<file path="src/rtl/matvec_row_sequencer_pkg.sv">
// Shared definitions for the matrix-vector row sequencer and its dot_product partner.
// Holds state encodings, size defaults and the row/length legality check.
package matvec_row_sequencer_pkg;

    localparam int DATA_WIDTH_DEF      = 32;
    localparam int MAX_VECTOR_SIZE_DEF = 7;
    localparam int LEN_WIDTH           = 4;

    typedef enum logic [3:0] {
        S_IDLE     = 4'd0,
        S_CHECK    = 4'd1,
        S_FETCH    = 4'd2,
        S_DRAIN    = 4'd3,
        S_DP_START = 4'd4,
        S_DP_WAIT  = 4'd5,
        S_DP_ACK   = 4'd6,
        S_EMIT     = 4'd7,
        S_DONE     = 4'd8
    } state_t;

    // Same rule the dot_product instance applies to its vector_length input.
    function automatic logic lengths_legal(input logic [LEN_WIDTH-1:0] num_rows,
                                           input logic [LEN_WIDTH-1:0] vec_len,
                                           input int                   max_len);
        return (num_rows != '0) && (vec_len != '0) && (int'(vec_len) <= max_len);
    endfunction

endpackage

</file>
<file path="src/rtl/matvec_row_sequencer_row_packer.sv">
// Packs one weight row from the synchronous weight memory into a flat vector.
// Read data lands one cycle after the strobe and is written to the next slot.
module matvec_row_sequencer_row_packer
    import matvec_row_sequencer_pkg::*;
#(
    parameter int DATA_WIDTH      = DATA_WIDTH_DEF,
    parameter int MAX_VECTOR_SIZE = MAX_VECTOR_SIZE_DEF
) (
    input  logic                                  clk,
    input  logic                                  rstn,
    input  logic                                  clear,
    input  logic                                  rewind,
    input  logic                                  rd_en,
    input  logic [DATA_WIDTH-1:0]                 rd_data,
    output logic [DATA_WIDTH*MAX_VECTOR_SIZE-1:0] vector_flat
);

    localparam int IDX_W = (MAX_VECTOR_SIZE > 1) ? $clog2(MAX_VECTOR_SIZE) : 1;

    logic             rd_valid;
    logic [IDX_W-1:0] widx;

    always_ff @(posedge clk or negedge rstn) begin
        if (!rstn) begin
            rd_valid    <= 1'b0;
            widx        <= '0;
            vector_flat <= '0;
        end else begin
            rd_valid <= rd_en;
            if (clear) begin
                vector_flat <= '0;
                widx        <= '0;
            end else if (rewind) begin
                widx <= '0;
            end else if (rd_valid) begin
                for (int i = 0; i < MAX_VECTOR_SIZE; i++) begin
                    if (widx == IDX_W'(i)) begin
                        vector_flat[i*DATA_WIDTH +: DATA_WIDTH] <= rd_data;
                    end
                end
                widx <= widx + 1'b1;
            end
        end
    end

endmodule

</file>
<file path="src/rtl/matvec_row_sequencer.sv">
// Fetches weight rows for one matrix-vector product and runs the dot_product handshake,
// emitting one scalar result per row.
//   state      | meaning
//   S_IDLE     | wait for start, latch job inputs
//   S_CHECK    | validate lengths, prime first row fetch
//   S_FETCH    | issue vec_len weight reads
//   S_DRAIN    | last read data lands in the packer
//   S_DP_START | raise dp_start
//   S_DP_WAIT  | hold dp_start until dp_done, capture result
//   S_DP_ACK   | wait for dp_done to fall
//   S_EMIT     | row_valid pulse, next row or finish
//   S_DONE     | done high until start drops
module matvec_row_sequencer
    import matvec_row_sequencer_pkg::*;
#(
    parameter int DATA_WIDTH      = DATA_WIDTH_DEF,
    parameter int MAX_VECTOR_SIZE = MAX_VECTOR_SIZE_DEF,
    parameter int ADDR_WIDTH      = 8
) (
    input  logic                                  clk,
    input  logic                                  rstn,
    input  logic                                  start,
    output logic                                  done,
    output logic                                  err,
    input  logic [3:0]                            num_rows,
    input  logic [3:0]                            vec_len,
    input  logic [ADDR_WIDTH-1:0]                 w_base_addr,
    input  logic [DATA_WIDTH*MAX_VECTOR_SIZE-1:0] x_vector_flat,
    output logic                                  w_rd_en,
    output logic [ADDR_WIDTH-1:0]                 w_rd_addr,
    input  logic [DATA_WIDTH-1:0]                 w_rd_data,
    output logic                                  dp_start,
    input  logic                                  dp_done,
    output logic [DATA_WIDTH*MAX_VECTOR_SIZE-1:0] dp_vector_a_flat,
    output logic [DATA_WIDTH*MAX_VECTOR_SIZE-1:0] dp_vector_b_flat,
    output logic [3:0]                            dp_vector_length,
    input  logic [DATA_WIDTH-1:0]                 dp_result,
    output logic                                  row_valid,
    output logic [3:0]                            row_index,
    output logic [DATA_WIDTH-1:0]                 row_result
);

    state_t     state;
    logic [3:0] num_rows_q;
    logic [3:0] row;
    logic [3:0] issue_cnt;

    matvec_row_sequencer_row_packer #(
        .DATA_WIDTH      (DATA_WIDTH),
        .MAX_VECTOR_SIZE (MAX_VECTOR_SIZE)
    ) u_row_packer (
        .clk         (clk),
        .rstn        (rstn),
        .clear       (state == S_CHECK),
        .rewind      (state == S_EMIT),
        .rd_en       (w_rd_en),
        .rd_data     (w_rd_data),
        .vector_flat (dp_vector_a_flat)
    );

    // w_rd_addr doubles as the running row address; it is never rewound between rows.
    always_ff @(posedge clk or negedge rstn) begin
        if (!rstn) begin
            state            <= S_IDLE;
            num_rows_q       <= '0;
            row              <= '0;
            issue_cnt        <= '0;
            done             <= 1'b0;
            err              <= 1'b0;
            w_rd_en          <= 1'b0;
            w_rd_addr        <= '0;
            dp_start         <= 1'b0;
            dp_vector_b_flat <= '0;
            dp_vector_length <= '0;
            row_valid        <= 1'b0;
            row_index        <= '0;
            row_result       <= '0;
        end else begin
            row_valid <= 1'b0;
            case (state)
                S_IDLE: begin
                    if (start) begin
                        num_rows_q       <= num_rows;
                        dp_vector_length <= vec_len;
                        w_rd_addr        <= w_base_addr;
                        dp_vector_b_flat <= x_vector_flat;
                        err              <= 1'b0;
                        state            <= S_CHECK;
                    end
                end
                S_CHECK: begin
                    if (!lengths_legal(num_rows_q, dp_vector_length, MAX_VECTOR_SIZE)) begin
                        err   <= 1'b1;
                        done  <= 1'b1;
                        state <= S_DONE;
                    end else begin
                        row       <= '0;
                        w_rd_en   <= 1'b1;
                        issue_cnt <= dp_vector_length;
                        state     <= S_FETCH;
                    end
                end
                S_FETCH: begin
                    w_rd_addr <= w_rd_addr + 1'b1;
                    issue_cnt <= issue_cnt - 1'b1;
                    if (issue_cnt == 4'd1) begin
                        w_rd_en <= 1'b0;
                        state   <= S_DRAIN;
                    end
                end
                S_DRAIN: begin
                    dp_start <= 1'b1;
                    state    <= S_DP_START;
                end
                S_DP_START: begin
                    state <= S_DP_WAIT;
                end
                S_DP_WAIT: begin
                    if (dp_done) begin
                        row_result <= dp_result;
                        row_index  <= row;
                        dp_start   <= 1'b0;
                        state      <= S_DP_ACK;
                    end
                end
                S_DP_ACK: begin
                    if (!dp_done) begin
                        row_valid <= 1'b1;
                        state     <= S_EMIT;
                    end
                end
                S_EMIT: begin
                    if (row == num_rows_q - 4'd1) begin
                        done  <= 1'b1;
                        state <= S_DONE;
                    end else begin
                        row       <= row + 1'b1;
                        w_rd_en   <= 1'b1;
                        issue_cnt <= dp_vector_length;
                        state     <= S_FETCH;
                    end
                end
                S_DONE: begin
                    if (!start) begin
                        done  <= 1'b0;
                        state <= S_IDLE;
                    end
                end
                default: state <= S_IDLE;
            endcase
        end
    end

endmodule

</file>
<file path="config.mk">
export PLATFORM = sky130hd
export DESIGN_NAME = matvec_row_sequencer
export DESIGN_NICKNAME = d
export VERILOG_FILES = /design/src/rtl/matvec_row_sequencer_pkg.sv /design/src/rtl/matvec_row_sequencer_row_packer.sv /design/src/rtl/matvec_row_sequencer.sv
export SDC_FILE = /design/constraint.sdc
export NUM_CORES = 1
export LEC_CHECK = 0
export CORE_AREA = 5 5 313 315
export DETAILED_ROUTE_END_ITERATION = 10
export DIE_AREA = 0 0 318 320
export PLACE_DENSITY_LB_ADDON = 0.3
export SLEW_MARGIN = 10
export SYNTH_ARGS = -nofsm -noshare
export SYNTH_HDL_FRONTEND = slang
export SYNTH_SLANG_ARGS = --single-unit
</file>
<file path="constraint.sdc">
create_clock -name clk -period 2.6 [get_ports clk]
set_input_delay 0.65 -clock clk [delete_from_list [all_inputs] [get_ports clk]]
set_output_delay 0.65 -clock clk [all_outputs]
set_load 0.01 [all_outputs]
</file>
==> After elaboration in Yosys (flattened, before gate mapping) <==
Cells that the tools add are included.
{ "word_totals": {"regBits": 521, "out_inout_bits": 501, "inputBits": 308, "word_cells": 136} }
{ "classes": {"mux": 43, "reduce_logical": 38, "order_cmp": 1, "eq_ne": 26, "add_sub_neg": 5} }
{ "op_table": {"columns": ["op", "n"], "rows": [
  ["$mux 224", 3],
  ["$mux 32", 7],
  ["$mux 4", 11],
  ["$pmux 4 s9", 1],
  ["$reduce_and 3->1", 10],
  ["$reduce_bool 2->1", 12],
  ["$ne 2x2->1 const B", 9],
  ["$eq 4x3->1 const B", 4],
  ["$pmux 8 s2", 1],
  ["$pmux 4 s3", 1],
  ["$mux 1", 10],
  ["$eq 3x3->1 const B", 3],
  ["$mux 3", 3],
  ["$reduce_bool 3->1", 3],
  ["$add 8x1->8 const B", 1],
  ["$eq 4x1->1 const B", 2],
  ["$eq 4x2->1 const B", 2],
  ["$mux 8", 1],
  ["$pmux 4 s2", 1],
  ["$reduce_and 2->1", 4],
  ["$reduce_and 4->1", 2],
  ["$reduce_bool 4->1", 2],
  ["$sub 4x1->4 const B", 2],
  ["$eq 3x2->1 const B", 2],
  ["other kinds (13)", 16]
]} }

==> Logic depth before layout (Yosys ltp) <==
Gate-level depths: netlist (run 1).
{ "depth": {"word_depth": 5, "depth_mapped": 8, "mapped_depth_nobuf": 7} }

==> Cells and area by module <==
A second synthesis (run 1) with hierarchy kept.
{ "hier_totals": {"cells_unflattened": 2013, "area_unflattened_um2": 21663.3} }
{ "modules_own_cells": {"columns": ["mod", "seq_area_each_um2", "cells_each", "area_each_um2", "instances"], "rows": [
  ["matvec_row_sequencer", 7332.0, 1224, 11497.3, 1],
  ["matvec_row_sequencer_row_packer", 5705.5, 789, 10166.0, 1]
]} }

==> Least setup slack after synthesis (run 1) <==
Ideal clock, no wire load.
{ "synth_path": {"path_type": "reg-to-reg", "startpoint": "reg state[3]", "endpoint": "reg u_row_packer.vector_flat[129]", "path_slack_ns": 0.612, "required_ns": 2.475, "path_buffers": 2, "period_less_slack_ns": 1.988, "setup_time_ns": 0.125, "arrival_ns": 1.864, "stages_incl_launch_ff": 8, "cell_sequence": "dfrtp_1 -> buf_6 -> nor3b_1 -> nor2_1 -> a2bb2oi_2 -> nor2_1 -> buf_2 -> mux2_2"} }
{ "synth_between": {"elab_chain_cells": 3, "elab_cells_between_ends": 7, "cone_classes": "3 x eq/ne; 1 x mux; 3 x reduce/logical"} }
{ "synth_lines": {"columns": ["element", "line", "source"], "rows": [
  ["start: declaration", "matvec_row_sequencer.sv:43", "state_t state;"],
  ["start signal: assignment", "matvec_row_sequencer.sv:64", "state <= S_IDLE;"],
  ["start signal: assignment", "matvec_row_sequencer.sv:88", "state <= S_CHECK;"],
  ["start signal: assignment", "matvec_row_sequencer.sv:95", "state <= S_DONE;"],
  ["$eq 4x3->1 or $eq 4x1->1 (tied branches)", "matvec_row_sequencer.sv:55, matvec_row_sequencer.sv:54", null],
  ["$ne 2x1->1 (no source line) or $reduce_bool 2->1 (tied branches)", null, null],
  ["$reduce_and 3->1 (no source line)", null, null],
  ["end signal: indexed assignment", "matvec_row_sequencer_row_packer.sv:38", "vector_flat[i*DATA_WIDTH +: DATA_WIDTH] <= rd_data;"],
  ["end: declaration", "matvec_row_sequencer_row_packer.sv:15", "output logic [DATA_WIDTH*MAX_VECTOR_SIZE-1:0] vector_flat"]
]} }
Several ways; a longest one is shown, not always the timed one.
A chain may end at the register's enable or synchronous reset.

==> Worst setup path after layout (run 1) <==
{ "layout_path": {"startpoint": "reg dp_vector_length[3]", "endpoint": "out dp_vector_length[3]"} }
{ "layout_rtl": {"columns": ["element", "line", "source"], "rows": [
  ["start: declaration", "matvec_row_sequencer.sv:36", "output logic [3:0] dp_vector_length,"],
  ["start signal: assignment", "matvec_row_sequencer.sv:84", "dp_vector_length <= vec_len;"]
]} }
No word-level cell between the ends.

==> results by group, run 1 <==
Synthesis
  • Yosys cell types: 46
  • Share of the yosys chip area belonging to registers: 64.3%
  • #FFs+latches synth: 521
  • Ys flop type: dfrtp_1
  • Synth Instances: about 1,800
  • Synth warn: 0
  • Post-synth EDFFs: 0
  • Avg Cell Area, Syn: approximately 12 sq um
  • Ys async rst share: 100%
  • Synth Cell Area: about 20,000 sq um
  • Net count after synthesis: 2,079

Pwr
  • Leakage power: between 10 and 15 nW
  • Logic pwr share: 48.2%
  • Internal Power: around 29 mW
  • Register share of total power: 32.2%
  • Peak supply drop: between 0.0005 and 0.0006 V
  • Cell area power density: 1370 nW/um^2
  • NetSw: 15.5 mW
  • Power share of the clock group: 19.6%
  • Power, Total: roughly 44 mW
  • Switch share: roughly a third

Timing
  • Setup WS post-layout: 0.170 ns
  • Clock Skew: 0.0272 ns
  • Period utilization: 93.5%
  • Least-Margin Pin Slew: 0.866 ns
  • RSZ-0062 raised after global routing: false
  • Total negative slack: 0 ns
  • Max-slew violation count: 0
  • Max-slew headroom: 42.2%
  • # setup viols final: 0
  • Final worst hold slack: between 0.4 and 0.5 ns
  • Final hold vios: 0
  • Peak Freq: 412 MHz
  • Tmin final: 2.43 ns

Floorplanning
  • Die width: 318 um
  • Die Area: 102,000 sq um
  • Site Rows: 113
  • I/O Pins: 809
  • Die Span Y: 320 um
  • Initial Utilization: 21.4%
  • CORE AREA: 94,600 sq um

Finish
  • Design area: 32,400 sq um
  • Fill cell count: between 9,000 and 10,000
  • Final #Nets: 2,923
  • Share of cells above drive strength 1: 16.1%
  • Area grow syn2layout: 59.9%

Clocking
  • H-tree lvl count: 2
  • CTS Buf Count: just over 60
  • Clock root cell: clkbuf_16
  • Clock Path Buffers: 3
  • CTS tree: done
  • Worst-Skew Late Latency: ~0.62 ns
  • CTS sink cnt: 521
  • Clock Pin Slew Worst Setup and Hold Paths: 0.06 ns

Global route
  • Pin count of the biggest net entering global routing: 87
  • All-Layer GR Usage: between 10% and 20%
  • GR Overflow Total: 0
  • First-pass GRT wire length: 112,000 um
  • Initial antenna violation count: 11
  • Vias in the first global route: roughly 16,000

Min path
  • Hold Crit Class: reg -> reg

Setup path
  • Worst setup path class: reg -> out
  • Setup crit start kind: flip-flop
  • Crit path max fanout: 4
  • CP Capture Type: primary output
  • Crit path DAT: 1.78 ns
  • Critical Path RT: 1.95 ns

Run
  • MaxCap Viol Count: 0

Routing
  • Via count: 15,700
  • Pre-antenna DRT Iters: 4
  • Final wirelength: 76,300 um
  • Post-DRT Antenna Nets: 0
  • DR iter-0 viols: 672
  • Residual DRC count: 0
  • Drt wl/cell: 19.5 um
  • Vias per std cell: roughly 4

Placement
  • Dpl ws: between 0.3 and 0.4 ns
  • Port buffer count: 808
  • DP Area: 30,400 sq um
  • Detailed placement HPWL: approximately 56,000 um
  • Placer congestion estimate: roughly 0.83

Outcome
  • Outcome: finished clean
-- cells in the final DEF, fill, tap and decap left out, drive strengths merged, types with 4 or more instances in the layout --
master	count
dfrtp	521
nand2	704
a211oi	4
nor3	6
clkinv	9
clkdlybuf4s50	806
nor2	30
diode	9
a21oi	13
xor2	4
clkbuf	90
o21ai	10
and3	4
mux2	261
ha	11
o31ai	4
inv	14
buf	61
nand3	16
bufinv	6
nor2b	36
-- cell usage after synthesis, types with 2 or more instances --
cell,count,share of area (%)
a31oi_1,3,0.093
xor2_1,4,0.17
mux2_1,3,0.17
o21ai_0,10,0.25
a22o_1,2,0.086
o221a_2,3,0.17
nor2b_1,36,1.1
ha_1,11,0.68
nor3b_1,3,0.11
mux2_2,258,14
a211oi_1,4,0.15
clkbuf_1,47,0.87
nor2_1,30,0.56
nor3_1,5,0.12
xnor2_1,3,0.13
buf_4,18,0.67
o31ai_1,3,0.11
buf_1,3,0.056
buf_2,19,0.47
nor4b_4,2,0.23
and3_1,4,0.12
inv_1,12,0.22
nand2_1,704,13
a311oi_1,2,0.086
o21bai_1,2,0.074
a21oi_1,13,0.32
o211ai_1,2,0.074
dfrtp_1,521,64
nand3_1,16,0.40
-- flip-flops by register name (all words and copies together), names as in the netlist, 4 cells and up --
name,count
dp_vector_b_flat,224
u_row_packer.vector_flat,224
row_result,32
w_rd_addr,8
dp_vector_length,4
issue_cnt,4
num_rows_q,4
row,4
row_index,4
state,4
-- timing repair --
action | in CTS | in global routing
buffers inserted | 0 | 0
hold endpoints to repair | 21 | 0
setup endpoints to repair | 1 | 0
hold buffers | 1 | 0
resized for setup | 1 | 0
-- metal layers --
layer  wire (um)  track usage (%)  up-vias
li1            -                -     7399
met5          10                0        -
met4        1260             3.54        2
met3        7020             5.74       75
met1       31700             17.7     7642
met2       36400             23.7      551
-- final cells by class --
cell class,count,area (sq um),area share [%]
multi-input cells,1139,6830,21.1
clock inverters,18,264,0.815
inverters,12,45.0,0.139
well taps,1265,1580,4.88
clock buffers,90,1760,5.42
flip-flops and latches,521,13000,40.2
repair buffers,869,8860,27.4
diodes,9,22.5,0.0695
-- power by group through the flow --
stage	clock network, mW	logic [mW]	registers [mW]
after CTS	9.06	21.9	14.3
after floorplan	0	7.84	15.9
final	8.71	21.4	14.3
after detailed placement	0	21.8	14.3
after global placement	0	21.7	14.3
after global routing	9.38	23.0	14.8
-- critical path, stage by stage (launching register included) --
cell and delay [ns]:
dfrtp_1 0.37, buf_4 0.18, clkdlybuf4s50_1 0.61
-- per-stage QoR --
stage          cells  utilization, %
6_report        3923            34.3
5_1_grt         3921            34.3
4_1_cts         3914            34.2
3_5_place_dp    3805            32.1
3_3_place_gp    3805            32.1
2_1_floorplan   1760               -
-- path summary, 6_finish.rpt --
path | slack [ns] | startpoint | endpoint | depth (start not counted)
max in group asynchronous | 1.23 | rstn | w_rd_addr[5] | 3
setup / recovery | 0.17 | dp_vector_length[3] | dp_vector_length[3] | 2
min in group asynchronous | 0.55 | rstn | u_row_packer.vector_flat[26] | 2
setup reg to reg | 0.35 | state[2] | u_row_packer.vector_flat[151] | 6
hold / removal | 0.44 | w_rd_en | u_row_packer.rd_valid | 0
hold reg to reg | 0.44 | w_rd_en | u_row_packer.rd_valid | 0
-- cell families after synthesis --
| logic type | Yosys count | share of synthesized area (%) |
|---|---|---|
| AOI/OAI and AO/OA | 51 | 1.75 |
| adders and majority gates | 11 | 0.679 |
| muxes | 262 | 14.5 |
| xor gates and xnor gates | 8 | 0.414 |
| buffers and inverters | 100 | 2.34 |
| and+or+nand+nor | 807 | 15.9 |
| DFF | 521 | 64.3 |
Note: power is estimated with default switching activity, not from simulation.
==> inputs of run 2 (changes only) <==
--- a/config.mk
+++ b/config.mk
@@ -5,10 +5,11 @@
 export SDC_FILE = /design/constraint.sdc
 export NUM_CORES = 1
 export LEC_CHECK = 0
+export CAP_MARGIN = 10
 export CORE_AREA = 5 5 313 315
 export DETAILED_ROUTE_END_ITERATION = 10
 export DIE_AREA = 0 0 318 320
-export PLACE_DENSITY_LB_ADDON = 0.3
+export PLACE_DENSITY_LB_ADDON = 0.25
 export SLEW_MARGIN = 10
 export SYNTH_ARGS = -nofsm -noshare
 export SYNTH_HDL_FRONTEND = slang
==> run 2 against run 1 <==
Compared with the run above: fmax is 2.2% lower; sequential power hardly changed; combinational power hardly changed; critical path type unchanged; largest power group unchanged; highest routed layer unchanged.
==> results by group, run 2 (same netlist as run 1, synthesis figures left out) <==
Outcome
  • Outcome: finished clean

Floorplanning
  • Site Rows: 113
  • Initial Utilization: 21.4%
  • Die Area: approximately 100,000 sq um
  • I/O Pins: 809
  • Die width: 318 um
  • Die Span Y: 320 um
  • CORE AREA: roughly 95,000 sq um

Clocking
  • Clock Path Buffers: 3
  • CTS sink cnt: 521
  • Clock Pin Slew Worst Setup and Hold Paths: roughly 0.060 ns
  • H-tree lvl count: 2
  • # Post-CTS Setup Buffers: 0
  • CTS tree: done
  • Clock root cell: clkbuf_16
  • CTS Buf Count: 61
  • Worst-Skew Late Latency: between 0.6 and 0.7 ns

Finish
  • Share of cells above drive strength 1: 16.4%
  • Area grow syn2layout: 60.1%
  • Commonest non-fill, non-tap cells in the layout: clkdlybuf4s50_1, nand2_1, dfrtp_1
  • Finished Layout Cells: 3,923
  • Biggest regs: dp_vector_b_flat: 224 flops, u_row_packer.vector_flat: 224 flops, row_result: 32 flops
  • Most common cell after layout, fill and taps aside: clkdlybuf4s50_1
  • Final #Nets: between 2,000 and 3,000

Routing
  • Final wirelength: 78,500 um
  • Pre-antenna DRT Iters: 8
  • Post-DRT Antenna Nets: 0
  • Drt wl/cell: 20.0 um
  • Via count: 16,100
  • Vias per std cell: 4.11
  • DR iter-0 viols: 719
  • Residual DRC count: 0

Timing
  • Max-slew headroom: 46.1%
  • Total negative slack: 0 ns
  • Period utilization: 95.6%
  • Max-slew violation count: 0
  • Tmin final: 2.48 ns
  • RSZ-0062 raised after global routing: false
  • Peak Freq: 402 MHz
  • Least-Margin Pin Slew: 0.808 ns
  • # setup viols final: 0
  • Final hold vios: 0
  • Clock Skew: 0.0179 ns

Placement
  • Detailed placement HPWL: ~58,000 um
  • Port buffer count: roughly 800
  • Placed cells: 3,799
  • Placer congestion estimate: 0.823

Pwr
  • Cell area power density: around 1400 nW/um^2
  • Peak supply drop: between 0.0005 and 0.0006 V
  • Leakage power: 14.5 nW

Global route
  • GR Overflow Total: 0
  • Vias in the first global route: 17,600
  • First-pass GRT wire length: 116,000 um
  • All-Layer GR Usage: between 10% and 20%
  • Initial antenna violation count: 12
  • Pin count of the biggest net entering global routing: 66

Setup path
  • Critical Path RT: 1.95 ns
  • Crit path DAT: roughly 1.8 ns
  • CP Cell Sequence: clkdlybuf4s50_1
  • CP peak stage delay: 0.76 ns
  • Slowest cell on crit path: clkdlybuf4s50_1
  • CP Capture Type: primary output
  • CP delay by family, top: buffers and inverters
  • Setup crit start kind: flip-flop
  • Crit path max fanout: 2
  • Worst setup path class: reg -> out
  • WP buf/inv: 1

Min path
  • Hold Crit Class: reg -> reg

Run
  • MaxCap Viol Count: 0
==> run 2: per-layer routing <==
layer,share of wire [%],track usage (%)
met3,9.1,6.16
met5,0.052,0
met2,48,25.0
met4,2.9,4.66
met1,40,17.4
==> run 2: where the power goes <==
group	switching, mW	internal [mW]	total (mW)
Sequential	2.42	12.1	14.5
Clock	3.66	5.29	8.95
Combinational	9.88	11.5	21.4
==> run 2: worst paths after layout <==
| path | cells after the start | slack, ns | end | from |
|---|---|---|---|---|
| setup / recovery | 1 | 0.12 | dp_vector_a_flat[56] | u_row_packer.vector_flat[56] |
| max in group asynchronous | 3 | 1.18 | dp_vector_b_flat[205] | rstn |
| hold / removal | 0 | 0.45 | u_row_packer.rd_valid | w_rd_en |
| min in group asynchronous | 2 | 0.60 | u_row_packer.vector_flat[25] | rstn |
| setup reg to reg | 6 | 0.24 | u_row_packer.vector_flat[89] | state[3] |
| hold reg to reg | 0 | 0.45 | u_row_packer.rd_valid | w_rd_en |
==> run 2: what timing repair did <==
action,CTS,global route
hold buffers,1,0
endpoints found under the setup margin,1,0
resized for setup,1,0
hold endpoints to repair,37,0
==> run 2: layout make-up <==
| cell class | instances | area (sq um) |
|---|---|---|
| Tap cell | 1265 | 1580 |
| Multi-Input combinational cell | 1139 | 6830 |
| Antenna cell | 8 | 20.0 |
| Inverter | 12 | 45.0 |
| Clock inverter | 28 | 333 |
| Clock buffer | 87 | 1790 |
| Fill cell | 9400 | 62100 |
| Sequential cell | 521 | 13000 |
| Timing Repair Buffer | 863 | 8810 |
==> run 2: per-stage QoR <==
step / setup WS, ns / utilization, % / cell area, sq um / hold slack [ns] / total power, mW
floorplan: 0.612 / - / 20300 / 0.354 / 23.8
global placement: 0.292 / 32.0 / 30300 / 0.455 / 36.1
detailed placement: 0.236 / 32.0 / 30300 / 0.456 / 36.4
CTS: 0.00994 / 34.3 / 32400 / 0.448 / 45.8
global route: 0.0193 / 34.3 / 32400 / 0.474 / 47.6
finish: 0.115 / 34.3 / 32400 / 0.451 / 44.8
==> inputs of run 3 (changes only) <==
--- a/config.mk
+++ b/config.mk
@@ -6,11 +6,12 @@
 export NUM_CORES = 1
 export LEC_CHECK = 0
 export CAP_MARGIN = 10
-export CORE_AREA = 5 5 313 315
+export CORE_AREA = 5 5 310 312
 export DETAILED_ROUTE_END_ITERATION = 10
-export DIE_AREA = 0 0 318 320
+export DIE_AREA = 0 0 315 317
 export PLACE_DENSITY_LB_ADDON = 0.25
 export SLEW_MARGIN = 10
 export SYNTH_ARGS = -nofsm -noshare
 export SYNTH_HDL_FRONTEND = slang
+export SYNTH_HIERARCHICAL = 1
 export SYNTH_SLANG_ARGS = --single-unit
==> run 3 against run 2 <==
Compared with the run above: sequential share of layout area shrank 1.6 points; total power decreased by 6.2%; register-to-register slack better by 0.16 ns; die area is 1.9% lower; critical endpoint is now dp_vector_length[0].
==> results by group, run 3 <==
Placement
  • Placed cells: 4,033
  • Detailed placement HPWL: around 62,000 um
  • Port buffer count: 808
  • Placer congestion estimate: between 0.8 and 0.9
  • Dpl ws: 0.0879 ns
  • DP Area: 31,700 sq um

Synthesis
  • Area share of the largest cell type after synthesis: 60.2%
  • Post-synth EDFFs: 0
  • Ys async rst share: between 90% and 100%
  • Ys flop type: dfrtp_1
  • Synth Instances: 2,013
  • Synth Cell Area: 21,700 sq um
  • Main area contributors after synthesis: dfrtp_1, nand2_1, mux2i_1, nand2b_1, mux2_2
  • Synth warn: 6
  • Yosys cell types: 53
  • Top cells by count, synth: nand2_1, dfrtp_1, nand2b_1, mux2i_1, buf_2
  • Most frequent cell after synthesis: nand2_1
  • Synth area leader: dfrtp_1
  • Share of the yosys chip area belonging to registers: 60.2%
  • Net count after synthesis: about 2,300
  • Avg Cell Area, Syn: approximately 11 sq um
  • #FFs+latches synth: 521

Clocking
  • Clock Pin Slew Worst Setup and Hold Paths: approximately 0.06 ns
  • H-tree lvl count: 3
  • CTS tree: done
  • # Post-CTS Setup Buffers: 0
  • Clock Path Buffers: 3
  • CTS resizes: 0
  • Clock root cell: clkbuf_16
  • Worst-Skew Late Latency: 0.60 ns
  • CTS Buf Count: 66
  • CTS sink cnt: between 500 and 600
  • Hold buffer count at CTS: 1

Pwr
  • Peak supply drop: 0.000566 V
  • Cell area power density: 1240 nW/um^2
  • Leakage power: 16.2 nW
  • Power, Total: roughly 42 mW

Finish
  • Final core utilization: a little over a third
  • Most common cell after layout, fill and taps aside: clkdlybuf4s50_1
  • Design area: around 34,000 sq um
  • Finished Layout Cells: 4,151
  • Commonest non-fill, non-tap cells in the layout: clkdlybuf4s50_1, nand2_1, dfrtp_1
  • Share of cells above drive strength 1: roughly 8.0%
  • Final #Nets: 3,166
  • Area grow syn2layout: 56.1%
  • Biggest regs: dp_vector_b_flat: 224 flops, u_row_packer/vector_flat: 224 flops, row_result: 32 flops

Setup path
  • CP peak stage delay: 0.71 ns
  • Critical Path RT: 1.95 ns
  • Worst setup path class: reg -> out
  • WP buf/inv: 1
  • CP delay by family, top: buffers and inverters
  • Crit path max fanout: 4
  • Slowest cell on crit path: clkdlybuf4s50_1
  • Crit path DAT: 1.77 ns
  • CP Capture Type: primary output
  • CP Cell Sequence: clkdlybuf4s50_1
  • Worst R2R Path Depth: 5
  • Setup crit start kind: flip-flop
  • WP depth: 1

Floorplanning
  • Initial Utilization: 23.4%
  • Site Rows: 112
  • CORE AREA: around 93,000 sq um
  • I/O Pins: 809
  • Die Span Y: roughly 320 um
  • Die width: 315 um
  • Die Area: 99,900 sq um

Timing
  • Period utilization: 93.0%
  • # setup viols final: 0
  • Max-slew violation count: 0
  • Total negative slack: 0 ns
  • Max-slew headroom: between 30% and 40%
  • Peak Freq: 414 MHz
  • Tmin final: 2.42 ns
  • Final worst hold slack: around 0.44 ns
  • RSZ-0062 raised after global routing: false
  • Clock Skew: 0.0265 ns
  • Least-Margin Pin Slew: 0.926 ns
  • Setup WS post-layout: 0.182 ns
  • Final hold vios: 0

Global route
  • Initial antenna violation count: 7
  • All-Layer GR Usage: around 16%
  • First-pass GRT wire length: 122,000 um
  • GR Overflow Total: 0
  • Pin count of the biggest net entering global routing: just over 100
  • Vias in the first global route: 18,000

Min path
  • Hold Crit Class: reg -> reg
  • WHS Path Cells: 0

Routing
  • Residual DRC count: 0
  • Final wirelength: approximately 84,000 um
  • Pre-antenna DRT Iters: 5
  • DR iter-0 viols: 889
  • Routed met2 length: 40,600 um
  • DRT met1 WL: 34,400 um
  • Drt wl/cell: 20.1 um
  • Vias per std cell: 4.10
  • Post-DRT Antenna Nets: 0
  • Via count: 17,000
  • Top Layer Used: met4
  • Met3 WL: roughly 7300 um

Outcome
  • Outcome: finished clean

Run
  • MaxCap Viol Count: 0
[run 3: power breakdown]
| part | switching, mW | internal, mW | leakage, nW |
|---|---|---|---|
| registers | 2.15 | 11.6 | 6.64 |
| logic | 9.41 | 9.98 | 8.54 |
| clock network | 3.64 | 5.30 | 1.03 |
| total | 15.2 | 26.9 | 16.2 |
[run 3: metal layers]
layer | global-route usage, % | vias up
met5 | 0 | -
met4 | 4.11 | 0
met3 | 5.62 | 77
met2 | 27.0 | 560
met1 | 19.8 | 8246
li1 | - | 8119
[run 3: worst paths after layout]
path	startpoint	endpoint	slack, ns
setup / recovery	dp_vector_length[0]	dp_vector_length[0]	0.18
hold / removal	w_rd_en	u_row_packer/rd_valid	0.44
setup reg to reg	state[0]	u_row_packer/vector_flat[216]	0.40
hold reg to reg	w_rd_en	u_row_packer/rd_valid	0.44
max in group asynchronous	rstn	dp_vector_b_flat[221]	1.20
min in group asynchronous	rstn	u_row_packer/vector_flat[170]	0.58
[run 3: cell families (layout without fill, tap and decap cells)]
logic type | after synthesis | in the layout | synth area share (%)
AOI/OAI and AO/OA | 42 | 42 | 1.29
xor gates and xnor gates | 7 | 7 | 0.352
adders and majority gates | 10 | 10 | 0.578
buffers and inverters | 131 | 1009 | 3.40
DFF | 521 | 521 | 60.2
muxes | 265 | 265 | 12.5
other | 0 | 6 | 0
and+or+nand+nor | 1037 | 1037 | 21.7
[run 3: cell type report]
| cell class | count | area [sq um] |
|---|---|---|
| inverters | 10 | 37.5 |
| multi-input cells | 1361 | 7960 |
| diodes | 6 | 15.0 |
| repair buffers | 888 | 9100 |
| clock inverters | 18 | 170 |
| flip-flops and latches | 521 | 13000 |
| clock buffers | 93 | 1940 |
| fillers | 9330 | 59000 |
| well taps | 1254 | 1570 |
